## src/rtl/score_pkg.sv

```systemverilog
// Shared constants and types for the score display controller.
// Imported by the decoder and the controller top.
package score_pkg;

  localparam int BCD_W = 4;
  localparam logic [BCD_W-1:0] BLANK_CODE = 4'hF;
  localparam logic [6:0] SEG_OFF = 7'h7F;

  typedef enum logic {
    IDLE,
    ADD
  } state_t;

  function automatic logic [BCD_W-1:0] bcd_clamp(
    input logic [BCD_W-1:0] n
  );
    return (n > 4'd9) ? 4'd9 : n;
  endfunction

endpackage

```

## src/rtl/score_hex_display.sv

```systemverilog
// Hex to common-anode 7-segment decoder, active-low gfedcba.
// Code F is reserved as the blank code, so it lights nothing.
import score_pkg::*;

module score_hex_display (
  input  logic [BCD_W-1:0] hex,
  output logic [6:0]       seg
);

  always_comb begin
    seg = SEG_OFF;
    unique case (hex)
      4'h0: seg = 7'h40;
      4'h1: seg = 7'h79;
      4'h2: seg = 7'h24;
      4'h3: seg = 7'h30;
      4'h4: seg = 7'h19;
      4'h5: seg = 7'h12;
      4'h6: seg = 7'h02;
      4'h7: seg = 7'h78;
      4'h8: seg = 7'h00;
      4'h9: seg = 7'h10;
      4'hA: seg = 7'h08;
      4'hB: seg = 7'h03;
      4'hC: seg = 7'h46;
      4'hD: seg = 7'h21;
      4'hE: seg = 7'h06;
      4'hF: seg = SEG_OFF;
    endcase
  end

endmodule

```

## src/rtl/score_display_ctrl.sv

```systemverilog
// Score owner: serial BCD adder with saturation plus a
// multiplexed 7-segment scan with leading-zero blanking.
import score_pkg::*;

module score_display_ctrl #(
  parameter int DIGITS   = 4,
  parameter int SCAN_DIV = 50000
) (
  input  logic                    clk,
  input  logic                    rst_n,
  input  logic                    clear,
  input  logic                    add_valid,
  input  logic [7:0]              add_bcd,
  output logic                    add_ready,
  output logic [BCD_W*DIGITS-1:0] score_bcd,
  output logic [6:0]              seg,
  output logic [DIGITS-1:0]       an
);

  localparam int KW = $clog2(DIGITS);
  localparam int CW = $clog2(SCAN_DIV);
  localparam int SW = BCD_W*DIGITS;

  state_t state, state_n;
  logic [KW-1:0] k, k_n;
  logic carry, carry_n;
  logic [7:0] inc, inc_n;
  logic [SW-1:0] score, score_n;
  logic [SW-1:0] shadow, shadow_n;
  logic [SW-1:0] nines;
  logic [BCD_W-1:0] cur, incd, dval;
  logic [4:0] dsum;
  logic cout;
  int kk;

  assign add_ready = (state == IDLE) && !clear;
  assign score_bcd = score;

  always_comb begin
    state_n  = state;
    k_n      = k;
    carry_n  = carry;
    inc_n    = inc;
    score_n  = score;
    shadow_n = shadow;
    kk       = int'(k);
    for (int i = 0; i < DIGITS; i++)
      nines[BCD_W*i +: BCD_W] = 4'd9;
    cur  = score[BCD_W*kk +: BCD_W];
    incd = (kk == 0) ? inc[3:0] :
           (kk == 1) ? inc[7:4] : '0;
    dsum = {1'b0, cur} + {1'b0, incd} + {4'b0, carry};
    cout = (dsum > 5'd9);
    dval = cout ? 4'(dsum - 5'd10) : dsum[3:0];
    unique case (state)
      IDLE: begin
        if (clear) begin
          score_n = '0;
        end else if (add_valid) begin
          inc_n   = {bcd_clamp(add_bcd[7:4]),
                     bcd_clamp(add_bcd[3:0])};
          k_n     = '0;
          carry_n = 1'b0;
          state_n = ADD;
        end
      end
      ADD: begin
        if (clear) begin
          score_n  = '0;
          shadow_n = '0;
          state_n  = IDLE;
        end else begin
          shadow_n[BCD_W*kk +: BCD_W] = dval;
          carry_n = cout;
          if (k == KW'(DIGITS-1)) begin
            // carry out of the top digit pins the score at all nines
            score_n = cout ? nines : shadow_n;
            state_n = IDLE;
          end else begin
            k_n = k + 1'b1;
          end
        end
      end
    endcase
  end

  always_ff @(posedge clk or negedge rst_n) begin
    if (!rst_n) begin
      state  <= IDLE;
      k      <= '0;
      carry  <= 1'b0;
      inc    <= '0;
      score  <= '0;
      shadow <= '0;
    end else begin
      state  <= state_n;
      k      <= k_n;
      carry  <= carry_n;
      inc    <= inc_n;
      score  <= score_n;
      shadow <= shadow_n;
    end
  end

  logic [CW-1:0] cnt;
  logic [KW-1:0] idx;
  logic [DIGITS-1:0] blank;
  logic zero_above;
  logic [BCD_W-1:0] hex;
  logic [6:0] seg_dec;

  always_ff @(posedge clk or negedge rst_n) begin
    if (!rst_n) begin
      cnt <= '0;
      idx <= '0;
    end else if (cnt == CW'(SCAN_DIV-1)) begin
      cnt <= '0;
      idx <= (idx == KW'(DIGITS-1)) ? '0 : idx + 1'b1;
    end else begin
      cnt <= cnt + 1'b1;
    end
  end

  always_comb begin
    zero_above = 1'b1;
    blank      = '0;
    for (int i = DIGITS-1; i >= 0; i--) begin
      zero_above = zero_above &&
                   (score[BCD_W*i +: BCD_W] == '0);
      blank[i] = (i > 0) && zero_above;
    end
    hex = blank[idx] ? BLANK_CODE :
          score[BCD_W*int'(idx) +: BCD_W];
  end

  score_hex_display u_dec (
    .hex (hex),
    .seg (seg_dec)
  );

  always_ff @(posedge clk or negedge rst_n) begin
    if (!rst_n) begin
      seg <= SEG_OFF;
      an  <= '1;
    end else begin
      seg <= seg_dec;
      an  <= ~(DIGITS'(1) << idx);
    end
  end

endmodule

```

## config.mk

```make
export PLATFORM = sky130hd
export DESIGN_NAME = score_display_ctrl
export DESIGN_NICKNAME = d
export VERILOG_FILES = /design/src/rtl/score_pkg.sv /design/src/rtl/score_hex_display.sv /design/src/rtl/score_display_ctrl.sv
export SDC_FILE = /design/constraint.sdc
export NUM_CORES = 1
export LEC_CHECK = 0
export BUFFER_PORTS_ARGS = -buffer_cell sky130_fd_sc_hd__buf_4
export CAP_MARGIN = 20
export CORE_UTILIZATION = 50
export CTS_CLUSTER_DIAMETER = 120
export DETAILED_ROUTE_END_ITERATION = 7
export PLACE_DENSITY = 0.69
export SYNTH_ARGS = -nofsm -noshare
export SYNTH_HDL_FRONTEND = slang
export SYNTH_SLANG_ARGS = --single-unit
```

## constraint.sdc

```tcl
create_clock -name clk -period 4.5 [get_ports clk]
set_input_delay 0.9 -clock clk [delete_from_list [all_inputs] [get_ports clk]]
set_output_delay 0.9 -clock clk [all_outputs]
set_load 0.01 [all_outputs]
```

---- After elaboration in Yosys (flattened, before gate mapping) ----
Memory sizes are Yosys's and may differ from the RTL's. A register that Yosys moved wholly into a read port is not among the register bits.
Index checks and enable logic that the tools add are counted.
cells by class
  add/sub/neg operators ................... 7
  $mul .................................... 0
  divide/modulo/power cells ............... 0
  order comparisons ....................... 4
  equality and inequality tests ........... 10
  shift-type cells ........................ 5
  muxes and demuxes ....................... 31
  bitwise operators ....................... 3
  reductions and logical operators ........ 13
operators with widths
  kind                                                           number
  two-way mux 16 bit                                             6
  negator 4 -> 33 bit                                            1
  variable shift 4 x 33 -> 16 bit, first input constant          1
  indexed part select 4 x 33 -> 16 bit                           1
  one-hot mux 16 bit (2 select lines)                            1
  indexed part select 16 x 5 -> 4 bit                            2
  two-way mux 4 bit                                              6
  adder 16 x 1 -> 16 bit, second input constant                  1
  bitwise mux 16 bit                                             1
  equality test 16 bit, second input constant                    1
  logical NOT 4 bit                                              3
  two-way mux 2 bit                                              5
  inequality test 2 bit, second input constant                   5
  greater-than comparator 4 bit, second input constant           2
  two-way mux 1 bit                                              8
  equality test 2 bit, second input constant                     3
  AND reduction 3 bit                                            2
  adder 4 x 4 -> 5 bit                                           1
  adder 5 x 1 -> 5 bit                                           1
  greater-than comparator 5 x 4 -> 1 bit, second input constant  1
  adder 2 x 1 -> 2 bit, second input constant                    2
  NOT 4 bit                                                      1
  one-hot mux 1 bit (2 select lines)                             2
  one-hot mux 2 bit (2 select lines)                             1
  11 further kinds                                               15
storage, ports and cells
  register bits ........................... 66
  bits in latches ......................... 0
  RAM bits ................................ 0
  memory bits (read-only) ................. 112
  input port bits ......................... 12
  output and inout bits ................... 28
  memories ................................ 1
memories
  name              depth  bits a word  read ports  clocked after memory_dff  write ports  line                     RTL
  (name not given)  16     7            1           1                         0            score_hex_display.sv:12  unique case (hex)

---- Longest topological paths before layout ----
  word-level depth ........................ 13
  mapped depth ............................ 16

---- Hierarchy ----
Synthesis repeated with hierarchy kept, for this count alone.
second synthesis, totals
  cell total of the unflattened synthesis .. 405
  area total of the unflattened synthesis .. 4103.9 µm²
by module, submodules not included
  module              times used  cells each  area each (µm²)  seq. area each (µm²)
  score_display_ctrl  1           378         3838.7           1840.5
  score_hex_display   1           27          265.3            0.0

---- Least setup slack after synthesis ----
No wires, ideal clock.
  path kind ............................... reg2reg
  start ................................... reg k[0]
  end ..................................... reg score[1] (netlist: score_bcd[1])
  setup time .............................. 137 ps
  arrival time ............................ 3187 ps
  required time ........................... 4363 ps
  path slack .............................. 1175 ps
  stages on the path, launching flop included .. 15
  path buffers ............................ 1
  period minus slack after synthesis ...... 3325 ps
  cell sequence ........................... dfrtp_1 -> clkbuf_1 -> inv_2 -> ha_1 -> inv_1 -> and3_1 -> a21oi_1 -> fa_1 -> inv_1 -> fa_1 -> a2111oi_0 -> a21oi_1 -> o2bb2ai_1 -> or2_1 -> o221ai_1
on the way
  word-level cells in the longest chain between the ends .. 13
ends and longest elaborated chain
  item                                                                           line                       RTL
  start: declaration                                                             score_display_ctrl.sv:25   logic [KW-1:0] k, k_n;
  start signal: assignment                                                       score_display_ctrl.sv:97   k <= k_n;
  parallel branches: the longest is 13 deep, another holds adder 4 x 4 -> 5 bit  n/a
  end signal: assignment                                                         score_display_ctrl.sv:100  score <= score_n;
  end: declaration                                                               score_display_ctrl.sv:28   logic [SW-1:0] score, score_n;
Several ways; the timed one is not identified. The select of a mux whose other input is x is not followed.
A chain may end at the register's enable or synchronous reset.

---- Worst setup path in the final report ----
  start ................................... reg k[0]
  end ..................................... reg score[9] (netlist: score_bcd[9])
The elaborated chain is that of the path after synthesis.

==> impl_metrics.prom <==
# TYPE chip_impl_metric gauge
chip_impl_metric{name="die_h",unit="µm"} 93.3
chip_impl_metric{name="grt.overflow.total",unit=""} 0
chip_impl_metric{name="final-hold-violation-count",unit=""} 0
chip_impl_metric{name="synth-edff-count",unit=""} 0
chip_impl_info{name="hold_start",value="inc[4]$_DFFE_PN0P_"} 1
chip_impl_metric{name="dr.pass1.iters",unit=""} 5
chip_impl_metric{name="final_nets",unit=""} 499
chip_impl_info{name="synth_top_area_cell",value="sky130_fd_sc_hd__dfrtp_1"} 1
chip_impl_metric{name="h-tree-depth",unit=""} 3
chip_impl_metric{name="ys_async_sr_fraction",unit="%"} 100
chip_impl_info{name="path_class",value="reg -> reg"} 1
chip_impl_metric{name="postRouteWirelength",unit="mm"} 9.44
chip_impl_metric{name="critPathRequiredTime",unit="ps"} 4760
chip_impl_metric{name="tightestPinTransition",unit="ps"} 913
chip_impl_metric{name="clock-sinks",unit=""} 73
chip_impl_metric{name="hpwlAfterDp",unit="mm"} 6.96
chip_impl_metric{name="final_cells",unit=""} 571
chip_impl_info{name="min_path_type",value="reg -> reg"} 1
chip_impl_info{name="cts_tree",value="done"} 1
chip_impl_metric{name="power.density",unit="mW/mm²"} 346
chip_impl_metric{name="finalClockSkew",unit="ps"} 10.9
chip_impl_metric{name="cts_hold_repair.buffers",unit=""} 0
chip_impl_metric{name="io-pin-count",unit=""} 40
chip_impl_metric{name="path_buf_inv",unit=""} 3
chip_impl_metric{name="leakage",unit="nW"} 2.05
chip_impl_metric{name="initial_utilization",unit="%"} 52.8
chip_impl_metric{name="grtUsageTotal",unit="%"} 24.1
chip_impl_info{name="timing.rr.start",value="k[0]$_DFFE_PN0P_"} 1
chip_impl_metric{name="layout.core_utilization",unit="%"} 59.5
chip_impl_metric{name="numPortBuffers",unit=""} 39
chip_impl_metric{name="cts_made_buffers",unit=""} 9
chip_impl_info{name="path_cells",value="inv_2 > ha_1 > inv_1 > and3_1 > a21oi_1 > fa_1 > inv_1 > fa_1 > xnor2_1 > and2_1 > o21ai_4 > or2_1 > o221ai_1"} 1
chip_impl_metric{name="slew_headroom",unit="%"} 39.2
chip_impl_info{name="most-common-layout-cells",value="sky130_fd_sc_hd__dfrtp_1 (62), sky130_fd_sc_hd__nand2_1 (52), sky130_fd_sc_hd__buf_4 (42)"} 1
chip_impl_metric{name="die-width",unit="µm"} 93.3
chip_impl_metric{name="syn_inst",unit=""} 432
chip_impl_metric{name="grt_start_max_net_pins",unit=""} 74
chip_impl_metric{name="postRouteAntennaNets",unit=""} 0
chip_impl_metric{name="synth.net_count",unit=""} 467
chip_impl_metric{name="synthDistinctLibCells",unit=""} 54
chip_impl_metric{name="placed_cells",unit=""} 555
chip_impl_metric{name="dr_total_vias",unit=""} 3365
chip_impl_metric{name="clk_pin_slew",unit="ps"} 80
chip_impl_metric{name="setup-violations-final",unit=""} 0
chip_impl_metric{name="post-route-cell-area",unit="mm²"} 0.00470
chip_impl_info{name="cp_top_family",value="adder cells"} 1
chip_impl_metric{name="vdd.ir_drop.worst",unit="mV"} 0.179
chip_impl_info{name="startpoint_type",value="flip-flop"} 1
chip_impl_metric{name="dpl_cell_area",unit="mm²"} 0.00452
chip_impl_metric{name="area_share_of_the_largest_cell_type_after_synthesis",unit="%"} 37.2
chip_impl_metric{name="post-cts-setup-buffers",unit=""} 0
chip_impl_metric{name="synth_warnings",unit=""} 0
chip_impl_info{name="synth_area_leaders",value="sky130_fd_sc_hd__dfrtp_1 (37%), sky130_fd_sc_hd__dfstp_2 (6.9%), sky130_fd_sc_hd__ha_1 (6.3%), sky130_fd_sc_hd__nand2_1 (4.7%), sky130_fd_sc_hd__mux4_2 (4.3%)"} 1
chip_impl_info{name="critical_path.slowest_cell",value="sky130_fd_sc_hd__dfrtp_1"} 1
chip_impl_metric{name="detail_route.iter0.violations",unit=""} 257
chip_impl_info{name="worstSetupStartpoint",value="k[0]$_DFFE_PN0P_"} 1
chip_impl_metric{name="synthesis.area",unit="mm²"} 0.00417
chip_impl_metric{name="synth_area_per_cell",unit="µm²"} 9.65
chip_impl_info{name="rsz0062_at_grt",value="false"} 1
chip_impl_metric{name="timing.final.crit_period",unit="ps"} 3760
chip_impl_metric{name="synth-seq-cells",unit=""} 73
chip_impl_metric{name="insertedDiodeCount",unit=""} 0
chip_impl_metric{name="layout_worst_path_cycle_share",unit="%"} 83.6
chip_impl_metric{name="layout-drive-gt1-share",unit="%"} 18.3
chip_impl_metric{name="detail_route.vias_per_cell",unit=""} 5.89
chip_impl_metric{name="ys_seq_area_share",unit="%"} 44.2
chip_impl_metric{name="first_pass_grt_wire_length",unit="mm"} 16.0
chip_impl_metric{name="routabilityCongestion",unit=""} 0.902
chip_impl_metric{name="timing.setup.tns",unit="ps"} 0
chip_impl_metric{name="number_of_rows_in_the_core_area",unit=""} 32
chip_impl_info{name="most_frequent_standard_cell_in_the_layout_excluding_fill_and_tap_cells",value="sky130_fd_sc_hd__dfrtp_1"} 1
chip_impl_info{name="run_status",value="complete, no violations"} 1
chip_impl_metric{name="grt_pass1_vias",unit=""} 3191
chip_impl_metric{name="dpl_worst_slack",unit="ps"} 818
chip_impl_metric{name="crit_path_max_incr_delay",unit="ps"} 560
chip_impl_metric{name="area_growth_syn_to_layout",unit="%"} 12.7
chip_impl_metric{name="initial_antenna_violation_count",unit=""} 0
chip_impl_metric{name="die_area",unit="mm²"} 0.00870
chip_impl_info{name="worstSetupEndpointType",value="flip-flop"} 1
chip_impl_info{name="synthFlopType",value="sky130_fd_sc_hd__dfrtp_1"} 1
chip_impl_metric{name="critPathArrivalTime",unit="ps"} 4020
chip_impl_metric{name="fmax",unit="GHz"} 0.266
chip_impl_metric{name="remaining_drc_errors",unit=""} 0
chip_impl_metric{name="placeableCoreArea",unit="mm²"} 0.00789
chip_impl_metric{name="average_detailed_routed_wire_length_per_instance",unit="µm"} 16.5
chip_impl_metric{name="maximum_root_to_sink_buffer_count",unit=""} 2
chip_impl_metric{name="critical_path.max_fanout",unit=""} 11
chip_impl_metric{name="setup_slack",unit="ps"} 737
chip_impl_metric{name="clk-insertion-delay-late",unit="ps"} 350
chip_impl_metric{name="max_cap_violations",unit=""} 0
chip_impl_metric{name="maxSlewViolCount",unit=""} 0
chip_impl_info{name="cts_root_buffer",value="sky130_fd_sc_hd__clkbuf_8"} 1
chip_impl_metric{name="cts.repair.resized",unit=""} 0
## cells by family after synthesis
family	share of synthesized area [%]
compound gates	15.7
xor+xnor	3.60
fa+ha+maj	7.27
buf+inv	4.62
flops	44.2
mux	6.60
simple gates	18.0
## path summary, 6_finish.rpt
check | to | slack [ps] | cells after the start
worst max-delay path | score_bcd[9]$_DFFE_PN0P_ | 740 | 13
worst min-delay path | inc[4]$_DFFE_PN0P_ | 480 | 2
worst max register to register | score_bcd[9]$_DFFE_PN0P_ | 740 | 13
worst min register to register | inc[4]$_DFFE_PN0P_ | 480 | 2
max in group asynchronous | score_bcd[12]$_DFFE_PN0P_ | 3220 | 1
min in group asynchronous | score_bcd[7]$_DFFE_PN0P_ | 660 | 1
## registers in the layout (all words and copies together) (netlist names), 2 cells and up
register	cells
an	4
cnt	16
idx	2
inc	8
k	2
score_bcd	16
seg	7
shadow	16
## worst reg2reg max path, cell delays in order, from the launching register on
cell	delay [ps]
sky130_fd_sc_hd__dfrtp_1	560
sky130_fd_sc_hd__inv_2	220
sky130_fd_sc_hd__ha_1	370
sky130_fd_sc_hd__inv_1	150
sky130_fd_sc_hd__and3_1	170
sky130_fd_sc_hd__a21oi_1	150
sky130_fd_sc_hd__fa_1	230
sky130_fd_sc_hd__inv_1	60
sky130_fd_sc_hd__fa_1	470
sky130_fd_sc_hd__xnor2_1	250
sky130_fd_sc_hd__and2_1	390
sky130_fd_sc_hd__o21ai_4	150
sky130_fd_sc_hd__or2_1	290
sky130_fd_sc_hd__o221ai_1	210
## area by class of cell
cell class                      instances  area, µm²
Inverter                               28        105
Multi-Input combinational cell        310       2130
Clock inverter                          5       31.3
Clock buffer                           11        141
Fill cell                             669       3190
Tap cell                              102        128
Sequential cell                        73       1840
Timing Repair Buffer                   42        315
## layer usage
layer  GRT usage, %  vias to the layer above  routed length, µm
met5              0                        -                  0
met4           9.74                        0                171
met3           5.93                       16                685
met2           36.2                      137               4250
met1           33.3                     1617               4330
li1               -                     1595                  -
## per-stage QoR
| step | power [mW] | hold slack [ps] |
|---|---|---|
| floorplan | 1.05 | 448 |
| global placement | 1.16 | 473 |
| detailed placement | 1.17 | 469 |
| CTS | 1.63 | 484 |
| global route | 1.72 | 516 |
| finish | 1.62 | 480 |
## cell usage after synthesis (10+ instances only)
master and n:
sky130_fd_sc_hd__dfstp_2 11, sky130_fd_sc_hd__dfrtp_1 62, sky130_fd_sc_hd__nand3_1 12, sky130_fd_sc_hd__clkbuf_1 14, sky130_fd_sc_hd__a21oi_1 12, sky130_fd_sc_hd__o21ai_0 13, sky130_fd_sc_hd__nor3_1 10, sky130_fd_sc_hd__ha_1 21
sky130_fd_sc_hd__nand2b_1 10, sky130_fd_sc_hd__nand2_1 52, sky130_fd_sc_hd__o21ai_1 24, sky130_fd_sc_hd__inv_1 26, sky130_fd_sc_hd__nor2_1 41
## power by group
group,switching (mW),internal (mW)
registers,0.0470,0.699
logic,0.269,0.149
clock network,0.247,0.213
total,0.563,1.06
No activity file was read; power rests on OpenSTA's default activity.
